===== src/rtl/alpha_blend.sv =====
// alpha_blend: three-stage dehaze blend with valid/ready flow control.
//   out = clamp(pix + ((pix - atm) * alpha) >>> 7, 0, 2^DW-1) per colour component.
// Build option: define ALPHA_BLEND_ROUND_EN to add 64 to the product before the
// shift (round half-up). Without it the shift truncates toward negative infinity.
module alpha_blend #(
   parameter int DW    = 8,
   parameter int CNT_W = 22
) (
   input  logic             clk,
   input  logic             rst_n,
   input  logic             s_valid,
   output logic             s_ready,
   input  logic             s_last,
   input  logic [6:0]       alpha,
   input  logic [DW-1:0]    pix_r,
   input  logic [DW-1:0]    pix_g,
   input  logic [DW-1:0]    pix_b,
   input  logic [DW-1:0]    atm,
   output logic             m_valid,
   input  logic             m_ready,
   output logic             m_last,
   output logic [DW-1:0]    out_r,
   output logic [DW-1:0]    out_g,
   output logic [DW-1:0]    out_b,
   output logic [CNT_W-1:0] pix_cnt,
   output logic             frame_done
);
   localparam int PW = DW + 8;
   localparam int SW = DW + 2;
`ifdef ALPHA_BLEND_ROUND_EN
   localparam logic signed [PW-1:0] RND = PW'(64);
`else
   localparam logic signed [PW-1:0] RND = '0;
`endif

   logic                    adv;
   logic                    hs_out;
   logic [DW-1:0]           pix_in     [3];
   logic signed [DW:0]      s1_diff_d  [3];
   logic signed [DW:0]      s1_diff_q  [3];
   logic [DW-1:0]           s1_pix_q   [3];
   logic [6:0]              s1_alpha_q;
   logic signed [PW-1:0]    s2_prod_d  [3];
   logic signed [PW-1:0]    s2_prod_q  [3];
   logic [DW-1:0]           s2_pix_q   [3];
   logic signed [SW-1:0]    s3_shift   [3];
   logic signed [SW-1:0]    s3_sum     [3];
   logic [DW-1:0]           s3_pix_d   [3];
   logic [DW-1:0]           s3_pix_q   [3];
   logic                    s1_valid_q, s2_valid_q, s3_valid_q;
   logic                    s1_last_q,  s2_last_q,  s3_last_q;
   logic [CNT_W-1:0]        pix_cnt_d,  pix_cnt_q;
   logic                    frame_done_q;

   assign pix_in[0] = pix_r;
   assign pix_in[1] = pix_g;
   assign pix_in[2] = pix_b;

   // The whole pipe moves together; it may advance whenever the output slot is free.
   assign adv     = m_ready | ~s3_valid_q;
   assign s_ready = adv;
   assign hs_out  = s3_valid_q & m_ready;

   // S1: signed difference pix - atm.
   always_comb begin
      for (int c = 0; c < 3; c++) begin
         s1_diff_d[c] = $signed({1'b0, pix_in[c]}) - $signed({1'b0, atm});
      end
   end

   // S2: signed product of the difference with the unsigned alpha weight.
   always_comb begin
      for (int c = 0; c < 3; c++) begin
         s2_prod_d[c] = PW'(s1_diff_q[c]) * $signed(PW'(s1_alpha_q));
      end
   end

   // S3: scale by 1/128, add back to the pixel, clamp into the pixel range.
   always_comb begin
      for (int c = 0; c < 3; c++) begin
         s3_shift[c] = SW'((s2_prod_q[c] + RND) >>> 7);
         s3_sum[c]   = $signed({2'b00, s2_pix_q[c]}) + s3_shift[c];
         if (s3_sum[c][SW-1]) begin
            s3_pix_d[c] = '0;
         end else if (s3_sum[c][DW]) begin
            s3_pix_d[c] = '1;
         end else begin
            s3_pix_d[c] = s3_sum[c][DW-1:0];
         end
      end
   end

   // Pipeline registers: every stage loads on adv, otherwise all stages hold.
   always_ff @(posedge clk or negedge rst_n) begin
      if (!rst_n) begin
         s1_valid_q <= 1'b0;
         s2_valid_q <= 1'b0;
         s3_valid_q <= 1'b0;
         s1_last_q  <= 1'b0;
         s2_last_q  <= 1'b0;
         s3_last_q  <= 1'b0;
         s1_alpha_q <= '0;
         for (int c = 0; c < 3; c++) begin
            s1_diff_q[c] <= '0;
            s1_pix_q[c]  <= '0;
            s2_prod_q[c] <= '0;
            s2_pix_q[c]  <= '0;
            s3_pix_q[c]  <= '0;
         end
      end else if (adv) begin
         s1_valid_q <= s_valid;
         s1_last_q  <= s_valid & s_last;
         s2_valid_q <= s1_valid_q;
         s2_last_q  <= s1_last_q;
         s3_valid_q <= s2_valid_q;
         s3_last_q  <= s2_last_q;
         s1_alpha_q <= alpha;
         for (int c = 0; c < 3; c++) begin
            s1_diff_q[c] <= s1_diff_d[c];
            s1_pix_q[c]  <= pix_in[c];
            s2_prod_q[c] <= s2_prod_d[c];
            s2_pix_q[c]  <= s1_pix_q[c];
            s3_pix_q[c]  <= s3_pix_d[c];
         end
      end
   end

   // Output beat counter: counts transfers, restarts after the frame's last beat.
   always_comb begin
      pix_cnt_d = pix_cnt_q;
      if (hs_out) begin
         pix_cnt_d = s3_last_q ? '0 : pix_cnt_q + CNT_W'(1);
      end
   end

   // Counter and end-of-frame pulse registers.
   always_ff @(posedge clk or negedge rst_n) begin
      if (!rst_n) begin
         pix_cnt_q    <= '0;
         frame_done_q <= 1'b0;
      end else begin
         pix_cnt_q    <= pix_cnt_d;
         frame_done_q <= hs_out & s3_last_q;
      end
   end

   assign m_valid    = s3_valid_q;
   assign m_last     = s3_last_q;
   assign out_r      = s3_pix_q[0];
   assign out_g      = s3_pix_q[1];
   assign out_b      = s3_pix_q[2];
   assign pix_cnt    = pix_cnt_q;
   assign frame_done = frame_done_q;

endmodule


===== config.mk =====
export PLATFORM = sky130hd
export DESIGN_NAME = alpha_blend
export DESIGN_NICKNAME = d
export VERILOG_FILES = /design/src/rtl/alpha_blend.sv
export SDC_FILE = /design/constraint.sdc
export NUM_CORES = 1
export LEC_CHECK = 0
export BUFFER_PORTS_ARGS = -buffer_cell sky130_fd_sc_hd__buf_2
export CAP_MARGIN = 20
export CORE_MARGIN = 3
export CORE_UTILIZATION = 45
export CTS_BUF_LIST = sky130_fd_sc_hd__clkbuf_16
export DETAILED_ROUTE_END_ITERATION = 7
export GPL_ROUTABILITY_DRIVEN = 0
export GPL_TIMING_DRIVEN = 0
export PLACE_DENSITY = 0.6
export SETUP_SLACK_MARGIN = 0.02
export SLEW_MARGIN = 0
export SYNTH_ARGS = -nofsm -noshare
export SYNTH_HDL_FRONTEND = slang
export SYNTH_SLANG_ARGS = --single-unit

===== constraint.sdc =====
create_clock -name clk -period 7.1 [get_ports clk]
set_input_delay 1.775 -clock clk [delete_from_list [all_inputs] [get_ports clk]]
set_output_delay 1.775 -clock clk [all_outputs]
set_load 0.01 [all_outputs]

# After elaboration in Yosys (flattened, before gate mapping)
# Index checks and enable logic that the tools add are counted.
# word_totals
register_bits	183
input_bits	44
output_inout_bits	50
word_cells	46
# op_classes
n_addsub	7
multipliers	3
muxes	7
bitwise	5
# ops
cell	n
9-bit by 8-bit multiplier with 16-bit output	3
8-bit 2-to-1 mux	6
9-bit by 9-bit adder with 10-bit output	3
8-bit by 8-bit subtractor with 9-bit output	3
22-bit by 1-bit adder with 22-bit output (second input constant)	1
22-bit 2-to-1 mux	1
1-bit AND	3
1-bit NOT	1
1-bit OR	1

# Depth between registers and ports, before layout
# Gate-level depths: netlist (run 1).
# logic_depth
word_depth	3
ltp_mapped	19
ltp_nobuf	17

# Worst setup path after synthesis (run 1)
# OpenSTA, ideal clock, no wires.
# synth_path
path_type	reg-to-reg
from	register s1_alpha_q[2]
to	register s2_prod_q[31] (netlist bit)
arrival_ns	4.511
t_required_ns	6.956
setup_slack_ns	2.445
stages_incl_launch_ff	18
n_path_buf	2
period_less_slack_ns	4.655
cell_sequence	dfrtp_1 > clkbuf_1 > clkbuf_1 > nand2_1 > fa_1 > fa_1 > inv_1 > fa_1 > inv_1 > fa_1 > inv_1 > ha_1 > and2_1 > a221o_1 > a2bb2oi_1 > o21ai_0 > nor4b_1 > a211oi_1
# synth_between
elab_chain_cells	1
# synth_rtl
element	line	source
start, declared	42	logic [6:0] s1_alpha_q;
start signal, assigned	117	s1_alpha_q <= alpha;
9-bit by 8-bit multiplier with 16-bit output	74	s2_prod_d[c] = PW'(s1_diff_q[c]) * $signed(PW'(s1_alpha_q));
end signal, assigned by index	121	s2_prod_q[c] <= s2_prod_d[c];
end, declared	44	logic signed [PW-1:0] s2_prod_q [3];
# No other way between the ends.
# A chain may end at the register's enable or synchronous reset.

# Final worst setup path (run 1)
# layout_path
from	register s1_alpha_q[3]
to	register s2_prod_q[10] (netlist bit)
# The elaborated chain is that of the path after synthesis.

==> results.md, run 1 <==
* FP Rows at 66
* CTS sink count at about 160
* Hold path depth at 2
* Drt first pass iters at 5
* Critical path class: reg2reg
* Final hold vios at 0
* Vias at approximately 12000
* Yosys warnings at 0
* Final number of setup-violating endpoints at 0
* Worst slew pin tran at around 0.96 ns
* CP Max Fanout at 10
* Initial antenna violation count at 0
* Seq/Total Area, Yosys at ~27%
* Layout cell share with drive strength beyond 1 at 8.33%
* Hold Path Sink: s2_last_q$_DFFE_PN0P_
* CP peak stage delay at 0.80 ns
* Hold WC Path Type: reg2reg
* Die area at about 36000 µm²
* Clock buffer depth at 2
* Most frequent cells in the layout: inv_1, nand2_1, dfrtp_1
* Clock transition at path regs at ~0.07 ns
* Max-cap violations at 0
* Min Tclk post-route at 5.82 ns
* Register-to-register setup slack at about 1.3 ns
* R2r worst-path depth at 15
* Clk_lat worst skew at ~0.43 ns
* Post-Syn Area at around 15000 µm²
* Port Buffers at 93
* Mean number of vias per cell at around 5.2
* CTS resizes at 0
* Post-route design area at 16700 µm²
* First-pass GRT wire length at between 60000 and 70000 µm
* Max_slew headroom at approximately a third
* Fin. max-slew vios at 0
* Number of flops mapped to enable cells by yosys at 0
* Routed wire length at between 30000 and 40000 µm
* Initial DRC count at 701
* Root Buffer: clkbuf_16
* Largest net degree at the start of global routing at 83
* Largest area contributor in the netlist: dfrtp_1
* DR WL/cell at 17.7 µm
* I/O pin count at 94
* DRC viols at 0
* Top cell type's share of synthesized area at between 20% and 30%
* Syn_area_per_cell at 9.11 µm²
* Top post-synthesis cells by area: dfrtp_1, fa_1, ha_1
* Unrepaired setup endpoints after global routing: no
* Yosys reg bits at ~160
* Setup crit start kind: flop
* DP HPWL at 31600 µm
* Area after DPL at 16100 µm²
* Post-Synthesis Cells at 1650
* CTS tree: built
* Primary FF master, synth: dfrtp_1
* RR Startpoint: s1_alpha_q[3]$_DFFE_PN0P_
* Number of global-route vias before repair at around 12000
* Die H at around 190 µm
* Top cell by count, worst path: fa_1
* Clock H-tree levels at 4
* Worst Skew at roughly 0.0085 ns
* WP data required at between 7 and 8 ns
* Slowest cell on the critical path: o311ai_0
* Status: complete, no violations
* Final ANT Viol Nets at 0
* Cell variety after synth at 65
* Gr ovfl total at 0
* RR Endpoint: s2_prod_q[10]$_DFFE_PN0P_
* GRT Overall Usage at ~23%
* Hold_sp: s2_last_q$_DFFE_PN0P_
* Setup TNS at 0 ns
* Core area at about 33000 µm²
* Final worst path period share at around four fifths
* CP Capture Type: flop
* CP Data Arrival Time at between 6 and 7 ns
* Fin nets at 2093
* Initial Utilization at 46.0%
* Setup bufs post-CTS at 0
* Layout area overhead at 11.0%
* Share of flip-flops with an asynchronous set or reset at 100%
* Cts hold-fix bufs at 0
* Fmax at around 170 MHz
* Number of CTS-inserted buffers at 17
* Smallest hold slack at roughly 0.47 ns
* Die Width at around 190 µm
* Syn Nets at approximately 2000
* Worst-path cell chain: clkbuf_1 -> clkbuf_1 -> nand2_1 -> fa_1 -> fa_1 -> fa_1 -> fa_1 -> inv_1 -> ha_1 -> nor4_4 -> o31ai_4 -> a31oi_1 -> nor2b_1 -> o311ai_0 -> nand2_1
worst max path at each step:
stage | start | to | slack, ns | cells past startpoint
after floorplan | s1_alpha_q[2]$_DFFE_PN0P_ | s2_prod_q[31]$_DFFE_PN0P_ | 2.44 | 17
after global placement | s1_alpha_q[3]$_DFFE_PN0P_ | s2_prod_q[10]$_DFFE_PN0P_ | 1.46 | 15
after detailed placement | s1_alpha_q[3]$_DFFE_PN0P_ | s2_prod_q[31]$_DFFE_PN0P_ | 1.42 | 17
after CTS | s1_alpha_q[3]$_DFFE_PN0P_ | s2_prod_q[31]$_DFFE_PN0P_ | 1.39 | 17
after global routing | s1_alpha_q[3]$_DFFE_PN0P_ | s2_prod_q[31]$_DFFE_PN0P_ | 1.08 | 17
final | s1_alpha_q[3]$_DFFE_PN0P_ | s2_prod_q[10]$_DFFE_PN0P_ | 1.28 | 15
cell families after synthesis:
family                   after synthesis  synth area share [%]
XOR/XNOR                              72                  4.20
AND/OR/NAND/NOR                      574                  18.2
flip-flops                           162                  27.0
multiplexers                           1                0.0749
adder cells (fa/ha/maj)              286                  31.3
buffers and inverters                312                  7.82
AO/OA/AOI/OAI                        243                  11.5
routing by layer:
| metal | part of all wire [%] | vias up | global-route usage, % |
|---|---|---|---|
| li1 | - | 5525 | - |
| met1 | 47 | 5697 | 32.9 |
| met2 | 45 | 268 | 36.3 |
| met3 | 5.4 | 56 | 3.50 |
| met4 | 3.1 | 0 | 7.39 |
| met5 | 0 | - | 0 |
synth_stat cells (all sizes together), types with 10 or more instances:
| cell type | n |
|---|---|
| o21ai | 56 |
| nor2 | 76 |
| or3 | 10 |
| o31ai | 20 |
| nand3 | 14 |
| nand2 | 265 |
| and2 | 137 |
| nor3 | 23 |
| clkbuf | 44 |
| xnor2 | 43 |
| dfrtp | 162 |
| o21a | 23 |
| a221o | 23 |
| a21oi | 49 |
| fa | 150 |
| xor2 | 29 |
| nor2b | 10 |
| inv | 263 |
| ha | 136 |
| a211oi | 15 |
| nand2b | 15 |
through the flow:
step | setup WS, ns | util [%] | instances
floorplan | 2.44 | - | 1650
global placement | 1.46 | 49.1 | 2185
detailed placement | 1.42 | 49.2 | 2186
CTS | 1.39 | 51.0 | 2218
global route | 1.08 | 51.0 | 2218
finish | 1.28 | 51.0 | 2219
final cells by class:
cell class | count | area (µm²)
Inverter | 263 | 987
Timing Repair Buffer | 94 | 503
Antenna cell | 1 | 2.50
Clock buffer | 17 | 425
Multi-Input combinational cell | 1176 | 9800
Buffer | 49 | 188
Fill cell | 3217 | 16000
Tap cell | 442 | 553
Sequential cell | 162 | 4050
Clock inverter | 15 | 168
sequential cells by signal (all words and copies together) (netlist names), 7 cells and up:
register    count
out_b           8
out_g           8
out_r           8
pix_cnt        22
s1_alpha_q      7
s1_diff_q      27
s1_pix_q       24
s2_pix_q       24
s2_prod_q      27
worst max-delay path: cells and delay by family, from the launching register on:
family,cells,cell delay [ns]
simple gates,4,0.65
fa+ha+maj,5,2.30
flops,1,0.32
buf+inv,3,1.16
compound gates,3,1.24
Power of run 1 is not shown: default switching activity piles up to over one toggle a cycle in this logic, so the estimate is an artifact.
==> run 2: changes to the inputs <==
--- a/config.mk
+++ b/config.mk
@@ -5,6 +5,7 @@
 export SDC_FILE = /design/constraint.sdc
 export NUM_CORES = 1
 export LEC_CHECK = 0
+export ABC_AREA = 1
 export BUFFER_PORTS_ARGS = -buffer_cell sky130_fd_sc_hd__buf_2
 export CAP_MARGIN = 20
 export CORE_MARGIN = 3
@@ -13,7 +14,7 @@
 export DETAILED_ROUTE_END_ITERATION = 7
 export GPL_ROUTABILITY_DRIVEN = 0
 export GPL_TIMING_DRIVEN = 0
-export PLACE_DENSITY = 0.6
+export PLACE_DENSITY = 0.62
 export SETUP_SLACK_MARGIN = 0.02
 export SLEW_MARGIN = 0
 export SYNTH_ARGS = -nofsm -noshare
==> constraint.sdc (replaced) <==
create_clock -name clk -period 4.9 [get_ports clk]
set_input_delay 1.225 -clock clk [delete_from_list [all_inputs] [get_ports clk]]
set_output_delay 1.225 -clock clk [all_outputs]
set_load 0.01 [all_outputs]
==> run 2 against run 1 <==
Effect of this change:
- maximum frequency rose by 24%
- setup slack got worse by 1.1 ns
- critical endpoint is now s2_prod_q[12]$_DFFE_PN0P_
- critical path depth rose by 2
==> results.md, run 2 <==
* Status: complete, no violations (unchanged)
* Area of the multi-input gates at 10400 µm² (was 9800 µm²)
* Yosys reg bits at 162 (unchanged)
* Port Buffers at 93 (unchanged)
* DP HPWL at 35800 µm (was 31600 µm)
* Setup crit start kind: flop (unchanged)
* Syn_area_per_cell at 7.24 µm² (was 9.11 µm²)
* Top post-synthesis cells by area: dfrtp_1, nand2_1, fa_1 (was dfrtp_1, fa_1, ha_1)
* Mean number of vias per cell at 4.99 (was 5.20)
* Largest area contributor in the netlist: dfrtp_1 (unchanged)
* Sequential standard cell area at 4060 µm² (was 4050 µm²)
* Layout cell share with drive strength beyond 1 at 8.16% (was 8.33%)
* Max_slew headroom at 41.2% (was 35.0%)
* CP Data Arrival Time at 5.00 ns (was 6.11 ns)
* Clock H-tree levels at 4 (unchanged)
* Share of flip-flops with an asynchronous set or reset at 100% (unchanged)
* Critical path's top delay family: adder cells (unchanged)
* Worst Skew at 0.00772 ns (was 0.00855 ns)
* CP Max Fanout at 10 (unchanged)
* Final hold vios at 0 (unchanged)
* Largest net degree at the start of global routing at 118 (was 83)
* I/O pin count at 94 (unchanged)
* Seq/Total Area, Yosys at 24.4% (was 27.0%)
* Top cell by count, worst path: inv_1 (was fa_1)
* Final worst path period share at 95.6% (was 81.9%)
* Number of flops mapped to enable cells by yosys at 0 (unchanged)
* Gr ovfl total at 0 (unchanged)
* Buf/Inv on CP at 5 (was 3)
* Register-to-register setup slack at 0.22 ns (was 1.28 ns)
* Final WS setup at 0.218 ns (was 1.28 ns)
* CTS tree: built (unchanged)
* Routed wire length at 44500 µm (was 39400 µm)
* Vias at 14400 (was 11500)
* Min Tclk post-route at 4.68 ns (was 5.82 ns)
* Number of CTS-inserted buffers at 17 (unchanged)
* Syn Nets at 2626 (was 1980)
* CTS sink count at 162 (unchanged)
* CP Capture Type: flop (unchanged)
* Die Width at 198 µm (was 189 µm)
* Number of global-route vias before repair at 14300 (was 11800)
* Drt first pass iters at 5 (unchanged)
* Initial antenna violation count at 1 (was 0)
* Most common cell after layout, fill and taps aside: nand2_1
* CP peak stage delay at 0.72 ns (was 0.80 ns)
* Clock transition at path regs at 0.07 ns (about the same)
* Hold WC Path Type: reg2reg (unchanged)
* Clock buffer depth at 2 (unchanged)
* Critical path class: reg2reg (unchanged)
* Initial Utilization at 46.2% (was 46.0%)
* DR WL/cell at 15.5 µm (was 17.7 µm)
* First-pass GRT wire length at 73400 µm (was 64000 µm)
* Most frequent cells in the layout: nand2_1, inv_1, dfrtp_1 (was inv_1, nand2_1, dfrtp_1)
* Post-Syn Area at 16600 µm² (was 15000 µm²)
* Unrepaired setup endpoints after global routing: yes (was no)
* Clk_lat worst skew at 0.43 ns (about the same)
* DRC viols at 0 (unchanged)
* Worst slew pin tran at 0.882 ns (was 0.963 ns)
* Slowest cell on the critical path: dfrtp_1 (was o311ai_0)
* Final number of setup-violating endpoints at 0 (unchanged)
* Fillers at 3511 (was 3217)
* Commonest cells in the netlist: nand2_1, inv_1, dfrtp_1 (unchanged)
* Root Buffer: clkbuf_16 (unchanged)
* WP data required at 5.22 ns (was 7.39 ns)
* Fin. max-slew vios at 0 (unchanged)
* Post-Synthesis Cells at 2296 (was 1650)
* Initial DRC count at 951 (was 701)
* Core area at 36000 µm² (was 32700 µm²)
* Max-cap violations at 0 (unchanged)
* Biggest regs: s1_diff_q: 27 flops, s2_prod_q: 27 flops (unchanged)
* GRT Overall Usage at 23.6% (was 23.1%)
* Layout area overhead at 10.2% (was 11.0%)
* Top cell type's share of synthesized area at 24.4% (was 27.0%)
* Pre-CTS setup slack at -0.372 ns (was 1.42 ns)
* Yosys warnings at 0 (unchanged)
* Die H at 198 µm (was 189 µm)
* Fin nets at 2732 (was 2093)
* Cell variety after synth at 42 (was 65)
* Die area at 39300 µm² (was 35600 µm²)
* FP Rows at 69 (was 66)
* Primary FF master, synth: dfrtp_1 (unchanged)
* Fmax at 214 MHz (was 172 MHz)
* Count leader, synth: nand2_1 (unchanged)
* Final ANT Viol Nets at 0 (unchanged)
* Worst-path cell chain: clkbuf_2 -> nand2_1 -> inv_1 -> ha_1 -> fa_1 -> fa_1 -> inv_1 -> fa_1 -> inv_1 -> ha_1 -> nand2_1 -> nor2_1 -> inv_1 -> nor3_1 -> o21ai_0 -> nand3_1 -> nand2_1 (was clkbuf_1 -> clkbuf_1 -> nand2_1 -> fa_1 -> fa_1 -> fa_1 -> fa_1 -> inv_1 -> ha_1 -> nor4_4 -> o31ai_4 -> a31oi_1 -> nor2b_1 -> o311ai_0 -> nand2_1)
## run 2: path summary, 6_finish.rpt
kind,endpoint,startpoint,cells past startpoint
worst max-delay path,s2_prod_q[12]$_DFFE_PN0P_,s1_alpha_q[6]$_DFFE_PN0P_,17
worst max register to register,s2_prod_q[12]$_DFFE_PN0P_,s1_alpha_q[6]$_DFFE_PN0P_,17
worst min-delay path,out_g[0]$_DFFE_PN0P_,out_g[0]$_DFFE_PN0P_,2
max in group asynchronous,s2_prod_q[30]$_DFFE_PN0P_,rst_n,2
worst min register to register,out_g[0]$_DFFE_PN0P_,out_g[0]$_DFFE_PN0P_,2
min in group asynchronous,s2_prod_q[43]$_DFFE_PN0P_,rst_n,1
## run 2: kinds of logic after synthesis
kind of cell,share of synthesized area (%)
AND/OR/NAND/NOR,26.0
buffers and inverters,13.4
adder cells (fa/ha/maj),28.3
AO/OA/AOI/OAI,6.16
flip-flops,24.4
XOR/XNOR,1.79
## run 2: final cells by class
cell class,count,area share (%)
repair buffers,96,2.83
plain buffers,66,1.68
clock inverters,13,0.942
inverters,507,10.4
multi-input cells,1552,56.5
flip-flops and latches,162,22.1
well taps,461,3.15
diodes,1,0.0137
clock buffers,17,2.32
## run 2: worst reg2reg max path, stage by stage (launching register included)
cell	delay, ns
dfrtp_1	0.72
clkbuf_2	0.44
nand2_1	0.10
inv_1	0.07
ha_1	0.24
fa_1	0.51
fa_1	0.55
inv_1	0.05
fa_1	0.53
inv_1	0.04
ha_1	0.35
nand2_1	0.13
nor2_1	0.18
inv_1	0.06
nor3_1	0.32
o21ai_0	0.15
nand3_1	0.08
nand2_1	0.05
## run 2: stage by stage
stage                     hold slack (ns)  cells  util, %  instance area (µm²)  TNS [ns]
final                               0.471   2875     50.9                18300         0
after detailed placement            0.458   2851     49.2                17700     -2.84
after CTS                           0.478   2878     50.8                18300         0
after global routing                0.494   2875     50.9                18300   -0.0418
after floorplan                     0.420   2296        -                16600         0
after global placement              0.444   2850     49.1                17700     -2.02
## run 2: metal layers
layer	up-vias	wire, µm	GRT usage (%)	part of all wire (%)
li1	7105	-	-	-
met1	6813	20300	32.7	46
met2	374	20600	38.8	46
met3	64	2290	2.98	5.2
met4	0	1250	7.44	2.8
met5	-	0	0	0
## run 2: timing repair
item / 4_1_cts / 5_1_grt
endpoints found under the setup margin: 17 / 14
gates resized for setup: 11 / 14
gates cloned: 0 / 0
buffers inserted: 0 / 2
pin swaps: 0 / 0
hold buffers: 0 / 0
endpoints found under the hold margin: 0 / 0
Power of run 2 is left out for the same reason.
==> run 3: changes to the inputs <==
--- a/config.mk
+++ b/config.mk
@@ -9,12 +9,12 @@
 export BUFFER_PORTS_ARGS = -buffer_cell sky130_fd_sc_hd__buf_2
 export CAP_MARGIN = 20
 export CORE_MARGIN = 3
-export CORE_UTILIZATION = 45
+export CORE_UTILIZATION = 35
 export CTS_BUF_LIST = sky130_fd_sc_hd__clkbuf_16
 export DETAILED_ROUTE_END_ITERATION = 7
 export GPL_ROUTABILITY_DRIVEN = 0
 export GPL_TIMING_DRIVEN = 0
-export PLACE_DENSITY = 0.62
+export PLACE_DENSITY = 0.5
 export SETUP_SLACK_MARGIN = 0.02
 export SLEW_MARGIN = 0
 export SYNTH_ARGS = -nofsm -noshare
==> run 3 against run 2 <==
Effect of this change:
- first-iteration DRC count down 5.9%
- critical path depth up 1
- setup slack better by 0.086 ns
- maximum frequency increased by 1.9%
- core utilization down 11 points
==> results.md, run 3 (synthesized netlist as in run 2, its figures left out) <==
* Cts hold-fix bufs at 0 (unchanged)
* Layout cell share with drive strength beyond 1 at 8.56% (was 8.16%)
* Clock buffer depth at 2 (unchanged)
* Worst slew pin tran at 0.906 ns (was 0.882 ns)
* Routed wire length at 47300 µm (was 44500 µm)
* DR WL/cell at 15.6 µm (was 15.5 µm)
* Max_slew headroom at 39.6% (was 41.2%)
* CTS sink count at 162 (unchanged)
* Final worst path period share at 93.8% (was 95.6%)
* CP Data Arrival Time at 4.92 ns (was 5.00 ns)
* Number of CTS-inserted buffers at 17 (unchanged)
* RR Endpoint: s2_prod_q[46]$_DFFE_PN0P_ (was s2_prod_q[12]$_DFFE_PN0P_)
* CTS tree: built (unchanged)
* Initial Utilization at 35.5% (was 46.2%)
* Min Tclk post-route at 4.60 ns (was 4.68 ns)
* Hold_sp: s2_valid_q$_DFFE_PN0P_ (was out_g[0]$_DFFE_PN0P_)
* Final hold vios at 0 (unchanged)
* Register-to-register setup slack at 0.30 ns (was 0.22 ns)
* Most frequent cells in the layout: nand2_1, inv_1, dfrtp_1 (unchanged)
* Critical path class: reg2reg (unchanged)
* Die Width at 224 µm (was 198 µm)
* Clock transition at path regs at 0.07 ns (about the same)
* RR Startpoint: s1_alpha_q[2]$_DFFE_PN0P_ (was s1_alpha_q[6]$_DFFE_PN0P_)
* Number of global-route vias before repair at 14200 (was 14300)
* Initial DRC count at 895 (was 951)
* Fin. max-slew vios at 0 (unchanged)
* WP data required at 5.23 ns (was 5.22 ns)
* Hold WC Path Type: reg2reg (unchanged)
* Fillers at 4950 (was 3511)
* Biggest regs: s1_diff_q: 27 flops, s2_prod_q: 27 flops (unchanged)
* Core area at 46800 µm² (was 36000 µm²)
* R2r worst-path depth at 18 (was 17)
* Drt first pass iters at 5 (unchanged)
* Hold path depth at 2 (unchanged)
* Die area at 50100 µm² (was 39300 µm²)
* GRT Overall Usage at 19.5% (was 23.6%)
* Final ANT Viol Nets at 0 (unchanged)
* I/O pin count at 94 (unchanged)
* Clock H-tree levels at 4 (unchanged)
* Fmax at 218 MHz (was 214 MHz)
* Unrepaired setup endpoints after global routing: no (was yes)
* Initial antenna violation count at 1 (unchanged)
* Setup crit start kind: flop (unchanged)
* Gr ovfl total at 0 (unchanged)
* DP HPWL at 38300 µm (was 35800 µm)
* Final number of setup-violating endpoints at 0 (unchanged)
* Status: complete, no violations (unchanged)
* FP Rows at 79 (was 69)
* Post-Layout Cell Count at 3025 (was 2875)
* Clk_lat worst skew at 0.45 ns (was 0.43 ns)
* Fin nets at 2734 (was 2732)
* First-pass GRT wire length at 76800 µm (was 73400 µm)
* Dpl cells at 2997 (was 2851)
* Die H at 224 µm (was 198 µm)
* Mean number of vias per cell at 4.69 (was 4.99)
* Root Buffer: clkbuf_16 (unchanged)
* CP Max Fanout at 10 (unchanged)
* Hold Path Sink: m_valid$_DFFE_PN0P_ (was out_g[0]$_DFFE_PN0P_)
* Port Buffers at 93 (unchanged)
* Layout area overhead at 11.7% (was 10.2%)
* Pre-CTS setup slack at -0.429 ns (was -0.372 ns)
* Most common cell after layout, fill and taps aside: nand2_1 (unchanged)
* Final WS setup at 0.304 ns (was 0.218 ns)
* Max-cap violations at 0 (unchanged)
* Largest net degree at the start of global routing at 108 (was 118)
* CP Capture Type: flop (unchanged)
* Worst Skew at 0.0128 ns (was 0.00772 ns)
* DRC viols at 0 (unchanged)
* Vias at 14200 (was 14400)
==> run 3: cell count changes in the layout (fill, tap and decap cells not counted), moves of 2 or more <==
| cell | before | now |
|---|---|---|
| clkbuf_1 | 23 | 21 |
| inv_1 | 507 | 504 |
| dfrtp_1 | 159 | 157 |
| clkinv_4 | 1 | 4 |
| a21oi_1 | 67 | 65 |
| clkbuf_2 | 14 | 16 |
| clkbuf_4 | 1 | 3 |
| clkinv_1 | 0 | 3 |
| a21oi_2 | 1 | 3 |
==> run 3: layer usage <==
layer	GRT usage, %	vias up	routed length, µm
met4	4.68	0	882
li1	-	7112	-
met3	2.57	47	1770
met2	32.3	241	21800
met5	0	-	0
met1	27.3	6780	22900
==> run 3: area by class of cell <==
| type | count | area, µm² | area share [%] |
|---|---|---|---|
| antenna | 1 | 2.50 | 0.0135 |
| buffer | 66 | 310 | 1.67 |
| clock buffer | 17 | 425 | 2.29 |
| clock inverter | 15 | 191 | 1.03 |
| inverter | 507 | 1900 | 10.3 |
| multi-input combinational | 1552 | 10400 | 55.8 |
| sequential | 162 | 4060 | 21.9 |
| tap | 607 | 759 | 4.09 |
| timing repair buffer | 98 | 546 | 2.94 |
==> run 3: worst max-delay path: stages (launching register included) <==
cell and delay, ns:
dfrtp_4 0.58, nand2_1 0.14, inv_1 0.09, fa_2 0.58
inv_1 0.11, fa_1 0.56, inv_1 0.06, fa_1 0.53
inv_1 0.06, fa_1 0.52, inv_1 0.04, ha_2 0.38
nand2_1 0.11, nor4_1 0.30, nand2_1 0.11, nand2_1 0.07
nand2_1 0.05, nand3_1 0.09, nand2_1 0.08
==> run 3: stage by stage <==
step / instance area [µm²] / hold slack [ns] / util (%) / TNS (ns)
floorplan: 16600 / 0.420 / - / 0
global placement: 17800 / 0.442 / 38.2 / -22.15
detailed placement: 17900 / 0.445 / 38.2 / -4.87
CTS: 18500 / 0.463 / 39.6 / 0
global route: 18600 / 0.478 / 39.7 / 0
finish: 18600 / 0.461 / 39.7 / 0
==> run 3: worst max path at each step <==
| stage | startpoint | end | slack [ns] | cells after the start |
|---|---|---|---|---|
| global route | s1_alpha_q[2]$_DFFE_PN0P_ | s2_prod_q[47]$_DFFE_PN0P_ | 0.03 | 18 |
| finish | s1_alpha_q[2]$_DFFE_PN0P_ | s2_prod_q[46]$_DFFE_PN0P_ | 0.30 | 18 |
| floorplan | s1_alpha_q[4]$_DFFE_PN0P_ | s2_prod_q[14]$_DFFE_PN0P_ | 0.58 | 20 |
| CTS | s1_alpha_q[0]$_DFFE_PN0P_ | s2_prod_q[28]$_DFFE_PN0P_ | 0.03 | 17 |
| detailed placement | s1_alpha_q[3]$_DFFE_PN0P_ | s2_prod_q[28]$_DFFE_PN0P_ | -0.43 | 18 |
| global placement | s1_alpha_q[2]$_DFFE_PN0P_ | s2_prod_q[28]$_DFFE_PN0P_ | -0.41 | 18 |
==> run 3: repair_timing <==
action                     in CTS  in global routing
resized for setup              13                 19
setup endpoints to repair      22                 14
buffers inserted                0                  4
Power of run 3 is left out for the same reason.
